### src/rtl/mem_arbiter.sv
// Two-way arbiter sharing the 128-bit block memory port between icache and dcache.
// Optional MEM_ARB_ROUND_ROBIN_EN replaces fixed dcache priority with alternating priority.
module mem_arbiter #(
  parameter int ADDR_W = 28,
  parameter int DATA_W = 128
) (
  input  logic              clk,
  input  logic              proc_reset_n,
  input  logic              i_mem_read,
  input  logic [ADDR_W-1:0] i_mem_addr,
  output logic              i_mem_ready,
  output logic [DATA_W-1:0] i_mem_rdata,
  input  logic              d_mem_read,
  input  logic              d_mem_write,
  input  logic [ADDR_W-1:0] d_mem_addr,
  input  logic [DATA_W-1:0] d_mem_wdata,
  output logic              d_mem_ready,
  output logic [DATA_W-1:0] d_mem_rdata,
  output logic              mem_read,
  output logic              mem_write,
  output logic [ADDR_W-1:0] mem_addr,
  output logic [DATA_W-1:0] mem_wdata,
  input  logic              mem_ready,
  input  logic [DATA_W-1:0] mem_rdata
);

  typedef enum logic [1:0] {IDLE, BUSY_I, BUSY_D, RELEASE} state_t;

  state_t state, state_nxt;
  logic   i_req, d_req, any_req, grant_d;

  assign i_req   = i_mem_read;
  assign d_req   = d_mem_read | d_mem_write;
  assign any_req = i_req | d_req;

`ifdef MEM_ARB_ROUND_ROBIN_EN
  // last_i = 1 when icache held the most recent grant; 0 after reset (dcache last)
  logic last_i;

  always_comb grant_d = d_req && (!i_req || last_i);

  always_ff @(posedge clk or negedge proc_reset_n) begin
    if (!proc_reset_n) begin
      last_i <= 1'b0;
    end else if (state == IDLE && any_req) begin
      last_i <= !grant_d;
    end
  end
`else
  always_comb grant_d = d_req;
`endif

  always_ff @(posedge clk or negedge proc_reset_n) begin
    if (!proc_reset_n) begin
      state <= IDLE;
    end else begin
      state <= state_nxt;
    end
  end

  always_comb begin
    state_nxt = state;
    case (state)
      IDLE:    if (any_req) state_nxt = grant_d ? BUSY_D : BUSY_I;
      BUSY_I:  if (mem_ready) state_nxt = RELEASE;
      BUSY_D:  if (mem_ready) state_nxt = RELEASE;
      RELEASE: state_nxt = IDLE;
      default: state_nxt = IDLE;
    endcase
  end

  // Downstream request registers: loaded at grant, frozen while busy, cleared on completion
  always_ff @(posedge clk or negedge proc_reset_n) begin
    if (!proc_reset_n) begin
      mem_read  <= 1'b0;
      mem_write <= 1'b0;
      mem_addr  <= '0;
      mem_wdata <= '0;
    end else begin
      case (state)
        IDLE: begin
          if (any_req) begin
            if (grant_d) begin
              mem_read  <= d_mem_read & ~d_mem_write;
              mem_write <= d_mem_write;
              mem_addr  <= d_mem_addr;
              mem_wdata <= d_mem_wdata;
            end else begin
              mem_read  <= 1'b1;
              mem_write <= 1'b0;
              mem_addr  <= i_mem_addr;
              mem_wdata <= '0;
            end
          end
        end
        BUSY_I, BUSY_D: begin
          if (mem_ready) begin
            mem_read  <= 1'b0;
            mem_write <= 1'b0;
            mem_addr  <= '0;
            mem_wdata <= '0;
          end
        end
        default: ;
      endcase
    end
  end

  assign i_mem_ready = mem_ready && (state == BUSY_I);
  assign d_mem_ready = mem_ready && (state == BUSY_D);
  assign i_mem_rdata = mem_rdata;
  assign d_mem_rdata = mem_rdata;

endmodule
### config.mk
export PLATFORM = sky130hd
export DESIGN_NAME = mem_arbiter
export DESIGN_NICKNAME = d
export VERILOG_FILES = /design/src/rtl/mem_arbiter.sv
export SDC_FILE = /design/constraint.sdc
export NUM_CORES = 1
export LEC_CHECK = 0
export CORE_AREA = 5 5 285 287
export DETAILED_ROUTE_END_ITERATION = 8
export DIE_AREA = 0 0 290 292
export GPL_ROUTABILITY_DRIVEN = 1
export PLACE_DENSITY = 0.38
export SLEW_MARGIN = 40
export SYNTH_ARGS = -nofsm -noshare
export SYNTH_HDL_FRONTEND = slang
export SYNTH_SLANG_ARGS = --single-unit
### constraint.sdc
create_clock -name clk -period 3.5 [get_ports clk]
set_input_delay 0.7 -clock clk [delete_from_list [all_inputs] [get_ports clk]]
set_output_delay 0.7 -clock clk [all_outputs]
set_load 0.05 [all_outputs]
==> results of run 1 <==
==> layer usage <==
layer | wire length (um) | share of wire [%] | track usage, %
met1 | 12900 | 37 | 8.35
met2 | 16200 | 46 | 12.7
met3 | 4110 | 12 | 4.91
met4 | 1680 | 4.8 | 4.31
met5 | 60 | 0.17 | 0.277
==> cell families (layout without fill, tap and decap cells) <==
| logic type | Yosys count | count (layout) | synth area share [%] |
|---|---|---|---|
| buffers and inverters | 423 | 530 | 28.6 |
| other | 0 | 3 | 0 |
| AOI/OAI and AO/OA | 31 | 31 | 3.04 |
| DFF | 160 | 160 | 44.0 |
| adders and majority gates | 4 | 4 | 0.550 |
| and+or+nand+nor | 140 | 140 | 6.10 |
| muxes | 161 | 161 | 17.7 |
==> cell type report <==
type	count	share of cell area (%)
clock inverters	11	0.937
multi-input cells	336	19.9
flip-flops and latches	160	31.6
repair buffers	367	29.6
well taps	1050	10.4
diodes	3	0.0592
inverters	131	3.88
clock buffers	21	3.71
==> worst paths after layout <==
path	start	end	slack [ns]	cells after the start
hold / removal	proc_reset_n	mem_wdata[56]	0.28	1
max in group asynchronous	proc_reset_n	mem_addr[18]	2.45	2
hold reg to reg	mem_addr[17]	mem_addr[17]	0.49	1
setup reg to reg	state[0]	mem_wdata[4]	1.21	7
setup / recovery	mem_wdata[19]	mem_wdata[19]	1.02	1
min in group clk	mem_addr[17]	mem_addr[17]	0.49	1
==> state kept, by name, indices dropped and copies added, names as in the netlist <==
| signal | count |
|---|---|
| mem_write | 1 |
| mem_wdata | 128 |
| mem_addr | 28 |
| state | 2 |
| mem_read | 1 |
==> synth_stat cells <==
library cell  instances
buf_4               266
dfrtp_1             160
mux2i_1             158
inv_1               131
nand2_1             128
o2bb2ai_1            28
clkbuf_1             14
buf_2                11
nor2_1                5
ha_1                  4
mux2_2                3
and2_1                2
nor2b_1               2
a21oi_1               1
buf_1                 1
nor3_2                1
nor4b_2               1
o21ba_2               1
o311ai_2              1
or3_1                 1
==> where the power goes <==
part           switching, mW  internal (mW)
sequential             0.304           2.46
clock                  0.922           1.06
combinational           4.62           2.78
==> through the flow <==
stage | worst slack (ns) | total power [mW] | hold slack (ns) | area [sq um]
after global placement | 0.748 | 10.3 | 0.472 | 12100
after detailed placement | 0.749 | 10.4 | 0.472 | 12100
after CTS | 0.935 | 12.5 | 0.250 | 12700
after global routing | 0.937 | 13.0 | 0.300 | 12700
final | 1.02 | 12.1 | 0.279 | 12700
after floorplan | 1.62 | 8.47 | 0.404 | 9100
==> flow_summary.json, run 1 <==
{
  "portBuffers": 349,
  "startpoint_type": "flip-flop",
  "p_per_area_nw_per_um2": 957,
  "cap_violations": 0,
  "cts_root_buf": "clkbuf_16",
  "rows": 103,
  "synthCells": 919,
  "cts_resized": 0,
  "slowest_stage": "clkdlybuf4s50_1",
  "hold_viol_final": 0,
  "finalCritPeriodShare_pct": 70.9,
  "rsz0062_at_grt": "no",
  "gp_congestion": 0.721,
  "place_inst": 2044,
  "path_cells": "clkdlybuf4s50_1",
  "final_cells": 2079,
  "dr_total_vias": 6148,
  "cp.arrival_ns": 1.78,
  "avgSynthCellArea_sq_um": 9.90,
  "max_stage_delay_ns": 0.93,
  "fin_util_pct": 16.2,
  "cts_tree": "built",
  "critPathKind": "flip-flop to output pin",
  "crit_family": "buffers and inverters",
  "postCtsSetupRepairBufs": 0,
  "yosysTopAreaCellShare_pct": 44.0,
  "drt_pass1_iterations": 4,
  "initial_utilization_pct": 11.6,
  "status": "finished clean",
  "drc_errors": 0,
  "hold_buffers": 0,
  "syn_area_sq_um": 9100,
  "cts_buffer_depth": 2,
  "area_growth_pct": 39.4,
  "ioPinCount": 734,
  "setup_viol": 0,
  "ff_latch_area_sq_um": 4000,
  "drt_iter0_markers": 160,
  "grt_usage_pct": 8.05,
  "dpl.hpwl_mm": 27.3,
  "design.core.area_sq_um": 78400,
  "synth_warnings": 0,
  "die_area_sq_um": 84700,
  "yosysTopAreaCell": "dfrtp_1",
  "wl_per_cell_um": 16.8,
  "clock_sinks": 160,
  "yosys_register_bits": 160,
  "crit_buf_inv": 1,
  "clk_pin_slew_ns": 0.08,
  "overflow": 0,
  "die_h_um": 292,
  "drive_gt1_share_pct": 5.85,
  "ant_nets": 0,
  "final_common_cell": "clkdlybuf4s50_1",
  "slew_headroom_pct": 54.9,
  "tns_ns": 0,
  "cts_made_buffers": 17,
  "clock_skew_ns": 0.0380,
  "slew_violations": 0,
  "leakage_nw": 5.32,
  "synth.distinct_cells": 20,
  "vias_per_cell": 2.96,
  "seq_area_frac_synth_pct": 44.0,
  "clk_latency_ns": 0.49,
  "fin_nets": 1335,
  "fmax_mhz": 403,
  "htreeDepth": 4,
  "grt_pass1_vias": 6811,
  "antenna_found_initial": 5,
  "crit_required_ns": 2.80,
  "die_w_um": 290,
  "ys_top_cells_by_area": "dfrtp_1 (44%), buf_4 (22%), mux2i_1 (17%)",
  "crit_path_max_fanout": 2,
  "mostFrequentLayoutCells": "clkdlybuf4s50_1 (346), dfrtp_1 (160), mux2i_1 (158)",
  "drt-total-wl_mm": 34.9,
  "grt_start_max_net_pins": 74,
  "multi_input_area_sq_um": 2530,
  "syn_nets": 1241,
  "min_path_type": "input port to async pin",
  "finalCriticalPeriod_ns": 2.48,
  "ir_worst_vdd_v": 0.000351,
  "crit_path_end_kind": "output pin",
  "worstMarginPinSlew_ns": 0.677,
  "nFillCells": 8824,
  "grt_pass1_wl_mm": 49.9
}
No activity file was read; power rests on OpenSTA's default activity.
==> run 2, diff against run 1 <==
--- a/config.mk
+++ b/config.mk
@@ -5,11 +5,11 @@
 export SDC_FILE = /design/constraint.sdc
 export NUM_CORES = 1
 export LEC_CHECK = 0
-export CORE_AREA = 5 5 285 287
+export CORE_AREA = 5 5 286 288
 export DETAILED_ROUTE_END_ITERATION = 8
-export DIE_AREA = 0 0 290 292
+export DIE_AREA = 0 0 291 293
 export GPL_ROUTABILITY_DRIVEN = 1
-export PLACE_DENSITY = 0.38
+export PLACE_DENSITY = 0.39
 export SLEW_MARGIN = 40
 export SYNTH_ARGS = -nofsm -noshare
 export SYNTH_HDL_FRONTEND = slang
==> constraint.sdc (replaced) <==
create_clock -name clk -period 2.1 [get_ports clk]
set_input_delay 0.42 -clock clk [delete_from_list [all_inputs] [get_ports clk]]
set_output_delay 0.42 -clock clk [all_outputs]
set_load 0.05 [all_outputs]
==> run 2 against run 1 <==
Compared with the run above:
- wire length is 3.7% higher
- final cell count is 1.9% higher
- global-route usage is 0.21 points higher
- die area is 0.69% higher
- largest cell class unchanged
- largest power group unchanged
==> flow_summary.json, run 2 (synthesized netlist as in run 1, its figures left out) <==
{
  "crit_required_ns": 1.68,
  "internal-power_mw": 11.1,
  "clock_skew_ns": 0.0143,
  "clk_latency_ns": 0.48,
  "reg2reg_depth": 8,
  "crit_path_max_fanout": 3,
  "status": "finished clean",
  "final_cells": 2118,
  "overflow": 0,
  "path_cells": "inv_1 -> buf_4 -> ha_1 -> and2_1 -> buf_12",
  "regMostFlops": "mem_wdata",
  "leakage_nw": 6.10,
  "fin_nets": 1372,
  "cts_buffer_depth": 2,
  "drt-total-wl_mm": 36.2,
  "portBuffers": 349,
  "regToRegSetupSlack_ns": 0.13,
  "wl_met3_mm": 4.72,
  "slew_headroom_pct": 62.3,
  "finalPower_mw": 21.3,
  "switching_share_pct": 48.1,
  "grt_usage_pct": 8.26,
  "dr_total_vias": 6265,
  "switching_power_mw": 10.3,
  "area_growth_pct": 42.2,
  "die_h_um": 293,
  "setup_viol": 0,
  "dpl.hpwl_mm": 28.6,
  "cap_violations": 0,
  "r2r-start": "state[0]",
  "final_common_cell": "clkdlybuf4s50_1",
  "slowest_stage": "dfrtp_1",
  "dr_wl_met2_mm": 16.2,
  "critPathKind": "flip-flop to output pin",
  "top_layer": "met5",
  "ir_worst_vdd_v": 0.000580,
  "cts_made_buffers": 17,
  "r2r-end": "mem_wdata[107]",
  "tns_ns": 0,
  "slew_violations": 0,
  "fmax_mhz": 507,
  "worstSetupStartpoint": "state[0]",
  "die_w_um": 291,
  "rsz0062_at_grt": "no",
  "p_clk_share_pct": 15.0,
  "vias_per_cell": 2.96,
  "rows": 103,
  "pwr-share-comb_pct": 63.3,
  "mostFrequentLayoutCells": "clkdlybuf4s50_1 (188), dfrtp_1 (160), mux2i_1 (157)",
  "drt_pass1_iterations": 4,
  "grt_start_max_net_pins": 41,
  "crit_path_end_kind": "output pin",
  "place_inst": 2077,
  "ioPinCount": 734,
  "cts_tree": "built",
  "gp_congestion": 0.751,
  "worstSetupEndpoint": "d_mem_ready",
  "antenna_found_initial": 8,
  "htreeDepth": 4,
  "ant_nets": 0,
  "min_path_type": "input port to async pin",
  "design.core.area_sq_um": 78600,
  "fin_util_pct": 16.5,
  "grt_pass1_vias": 6991,
  "m1WireLength_mm": 13.7,
  "worstMarginPinSlew_ns": 0.567,
  "grt_pass1_wl_mm": 51.3,
  "finalCritPeriodShare_pct": 93.9,
  "largest_reg_flops": 128,
  "max_stage_delay_ns": 0.38,
  "cts_root_buf": "clkbuf_16",
  "startpoint_type": "flip-flop",
  "wl_per_cell_um": 17.1,
  "reg_top3": "mem_wdata (128), mem_addr (28), state (2)",
  "drive_gt1_share_pct": 11.9,
  "pwr-share-seq_pct": 21.7,
  "initial_utilization_pct": 11.6,
  "p_per_area_nw_per_um2": 1650,
  "clk_pin_slew_ns": 0.07,
  "hold_viol_final": 0,
  "die_area_sq_um": 85300,
  "drc_errors": 0,
  "cp.arrival_ns": 1.55,
  "clock_sinks": 160,
  "drt_iter0_markers": 169,
  "finalCriticalPeriod_ns": 1.97
}
## run 2: changes by cell type in the layout (fill, tap and decap cells not counted), sizes merged
cell / delta
dlygate4sd3: +1
dlygate4sd2: +131
bufinv: -1
diode: +2
clkdlybuf4s50: -158
inv: +1
buf: +60
clkinv: +2
dlymetal6s2s: +1
## run 2: cell type report
cell class | instances | area, sq um
fill | 8872 | 65700
clock buffer | 19 | 443
inverter | 131 | 492
antenna | 5 | 12.5
sequential | 160 | 4000
tap | 1050 | 1310
timing repair buffer | 404 | 4000
clock inverter | 13 | 119
multi-input combinational | 336 | 2550
## run 2: through the flow
stage | setup slack [ns] | area (sq um) | hold WS, ns
after floorplan | 0.221 | 9100 | 0.124
after global routing | 0.0149 | 12900 | 0.431
after global placement | -0.415 | 12400 | 0.399
after detailed placement | -0.317 | 12400 | 0.409
final | 0.127 | 12900 | 0.440
after CTS | -0.0000995 | 12800 | 0.416
## run 2: how the worst min path moves through the flow
stage                          from            end  slack (ns)  cells after the start
detailed placement     proc_reset_n  mem_wdata[71]        0.41                      1
global route        d_mem_wdata[54]  mem_wdata[54]        0.43                      3
global placement       proc_reset_n  mem_wdata[71]        0.40                      1
CTS                    proc_reset_n  mem_wdata[71]        0.42                      2
floorplan              proc_reset_n    mem_addr[0]        0.12                      0
finish                 proc_reset_n  mem_wdata[45]        0.44                      2
## run 2: timing repair
item / 4_1_cts / 5_1_grt
buffers inserted: 1 / 0
hold buffers: 1 / 0
pin swaps: 1 / 0
endpoints found under the setup margin: 266 / 144
gates resized for setup: 138 / 8
endpoints found under the hold margin: 34 / 0
gates cloned: 0 / 2
## run 2: power by group through the flow
stage	sequential (mW)	combinational [mW]	clock [mW]
2_1_floorplan	7.74	6.38	0
3_3_place_gp	4.71	13.6	0
3_5_place_dp	4.70	13.7	0
4_1_cts	4.66	13.4	3.45
5_1_grt	4.76	14.5	3.51
6_report	4.63	13.5	3.20
## run 2: layer usage
metal	up-vias	global-route usage, %
li1	2866	-
met2	369	12.4
met5	-	0
met4	8	4.40
met1	2892	8.79
met3	130	5.59
## run 2: critical path, delay by kind of cell, from the launching register on
| family | cells | cell delay [ns] |
|---|---|---|
| adder cells (fa/ha/maj) | 1 | 0.13 |
| buffers and inverters | 3 | 0.41 |
| flip-flops | 1 | 0.38 |
| AND/OR/NAND/NOR | 1 | 0.16 |
==> run 3, diff against run 2 <==
--- a/config.mk
+++ b/config.mk
@@ -5,11 +5,13 @@
 export SDC_FILE = /design/constraint.sdc
 export NUM_CORES = 1
 export LEC_CHECK = 0
-export CORE_AREA = 5 5 286 288
+export CORE_AREA = 5 5 285 287
+export CTS_CLUSTER_SIZE = 8
 export DETAILED_ROUTE_END_ITERATION = 8
-export DIE_AREA = 0 0 291 293
+export DIE_AREA = 0 0 290 292
 export GPL_ROUTABILITY_DRIVEN = 1
-export PLACE_DENSITY = 0.39
+export GPL_TIMING_DRIVEN = 1
+export PLACE_DENSITY = 0.38
 export SLEW_MARGIN = 40
 export SYNTH_ARGS = -nofsm -noshare
 export SYNTH_HDL_FRONTEND = slang
==> constraint.sdc (replaced) <==
create_clock -name clk -period 1.9 [get_ports clk]
set_input_delay 0.38 -clock clk [delete_from_list [all_inputs] [get_ports clk]]
set_output_delay 0.38 -clock clk [all_outputs]
set_load 0.05 [all_outputs]
==> run 3 against run 2 <==
Compared with the run above:
- the run now ends with setup timing left
- worst setup slack lost 0.18 ns
- via count grew 2.2%
- non-clock buffer count grew 16
- core utilization grew 0.54 points
- critical path depth grew 3
- clock skew grew 0.0055 ns
- first-iteration DRC count grew 47%
- clock power grew 17%
- die area shrank 0.68%
- critical endpoint is now mem_read
- largest cell class is now buffers
- largest power group unchanged
- highest routed layer unchanged
==> flow_summary.json, run 3 (synthesized netlist as in run 1, its figures left out) <==
{
  "status": "complete, but fails checks",
  "violations": "setup timing",
  "crit_family": "buffers and inverters",
  "clock_skew_ns": 0.0198,
  "regMostFlops": "mem_wdata",
  "cts_tree": "built",
  "regToRegSetupSlack_ns": -0.05,
  "largest_reg_flops": 128,
  "clk_latency_ns": 0.48,
  "drt-total-wl_mm": 38.1,
  "worstMarginPinSlew_ns": 0.507,
  "area_growth_pct": 46.4,
  "reg_top3": "mem_wdata (128), mem_addr (28), state (2)",
  "die_area_sq_um": 84700,
  "hold_viol_final": 0,
  "grt_start_max_net_pins": 57,
  "p_per_area_nw_per_um2": 1940,
  "crit_path_end_kind": "flip-flop",
  "portBuffers": 349,
  "cap_violations": 0,
  "finalPower_mw": 25.9,
  "startpoint_type": "flip-flop",
  "ir_worst_vdd_v": 0.000705,
  "clk_pin_slew_ns": 0.09,
  "ant_nets": 0,
  "rows": 103,
  "min_path_type": "input port to async pin",
  "switching_power_mw": 12.1,
  "fmax_mhz": 512,
  "path_cells": "inv_2 -> ha_4 -> buf_6 -> nor2_4 -> nor3_4 -> buf_12 -> buf_12 -> mux2_2",
  "grt_usage_pct": 8.19,
  "final_cells": 2130,
  "cts_buffer_depth": 2,
  "grt_pass1_vias": 6922,
  "slowest_stage": "dfrtp_1",
  "nFillCells": 8799,
  "crit_buf_inv": 4,
  "pwr-share-seq_pct": 19.9,
  "wl_per_cell_um": 17.9,
  "rsz0062_at_grt": "yes",
  "setup_viol": 27,
  "dpl.hpwl_mm": 27.9,
  "finalCriticalPeriod_ns": 1.95,
  "max_stage_delay_ns": 0.38,
  "pwr-share-comb_pct": 65.7,
  "p_clk_share_pct": 14.4,
  "design.core.area_sq_um": 78400,
  "gp_congestion": 0.740,
  "antenna_found_initial": 4,
  "path_common_cell": "buf_12",
  "final_common_cell": "clkdlybuf4s50_1",
  "crit_required_ns": 2.26,
  "clock_sinks": 160,
  "crit_path_max_fanout": 8,
  "drt_iter0_markers": 248,
  "critPathKind": "flip-flop to flip-flop",
  "initial_utilization_pct": 11.6,
  "fin_util_pct": 17.0,
  "die_h_um": 292,
  "grt_pass1_wl_mm": 50.6,
  "switching_share_pct": 46.6,
  "cts_root_buf": "clkbuf_16",
  "slew_violations": 0,
  "cp.arrival_ns": 2.31,
  "die_w_um": 290,
  "vias_per_cell": 3.01,
  "ioPinCount": 734,
  "internal-power_mw": 13.8,
  "dr_total_vias": 6405,
  "finalCritPeriodShare_pct": 103,
  "fin_nets": 1388,
  "drive_gt1_share_pct": 24.0,
  "cts_made_buffers": 17,
  "worst_slack_ns": -0.0515,
  "drt_pass1_iterations": 4,
  "mostFrequentLayoutCells": "clkdlybuf4s50_1 (188), dfrtp_1 (160), mux2i_1 (158)",
  "drc_errors": 0,
  "leakage_nw": 6.13,
  "slew_headroom_pct": 66.3,
  "htreeDepth": 4,
  "place_inst": 2075,
  "post-place-ws_ns": -0.317,
  "overflow": 0
}
## run 3: final timing paths
path | endpoint | start | cells past startpoint
worst max-delay path | mem_read | state[0] | 8
worst min-delay path | mem_wdata[60] | proc_reset_n | 2
worst max register to register | mem_read | state[0] | 8
worst min register to register | mem_addr[1] | mem_addr[1] | 1
max in group asynchronous | mem_addr[18] | proc_reset_n | 3
min in group clk | mem_wdata[102] | d_mem_wdata[102] | 3
## run 3: what timing repair did
action	in CTS	in global routing
hold buffers	1	0
endpoints found under the setup margin	170	160
buffers inserted	3	8
pin swaps	1	10
gates resized for setup	56	38
endpoints found under the hold margin	26	0
cloned	2	12
## run 3: power by group through the flow
stage          Sequential, mW  Combinational, mW  Clock, mW
2_1_floorplan            8.55               7.05          0
3_3_place_gp             5.19               14.4          0
3_5_place_dp             5.18               14.5          0
5_1_grt                  5.29               18.2       4.04
6_report                 5.15               17.0       3.74
4_1_cts                  5.15               15.1       3.96
## run 3: final cells by class
type                            count  area (sq um)  share of cell area, %
Sequential cell                   160          4000                   30.0
Timing Repair Buffer              420          4220                   31.6
Clock buffer                       19           443                   3.32
Multi-Input combinational cell    336          2700                   20.3
Clock inverter                     13           153                   1.15
Inverter                          131           492                   3.69
Tap cell                         1050          1310                   9.86
Antenna cell                        1          2.50                 0.0188
## run 3: routing by layer
metal	up-vias	global-route usage (%)	part of all wire, %
li1	2908	-	-
met1	2979	8.79	37
met2	399	12.9	48
met3	117	4.60	10
met4	2	4.42	4.3
met5	-	0.277	0.071
## run 3: per-stage QoR
step	setup TNS [ns]	instance area, sq um	hold WS [ns]
5_1_grt	-11.55	13300	0.363
4_1_cts	-2.38	12800	0.313
3_5_place_dp	-42.36	12100	0.309
6_report	-0.480	13300	0.361
3_3_place_gp	-40.63	12100	0.308
2_1_floorplan	0	9100	0.0844
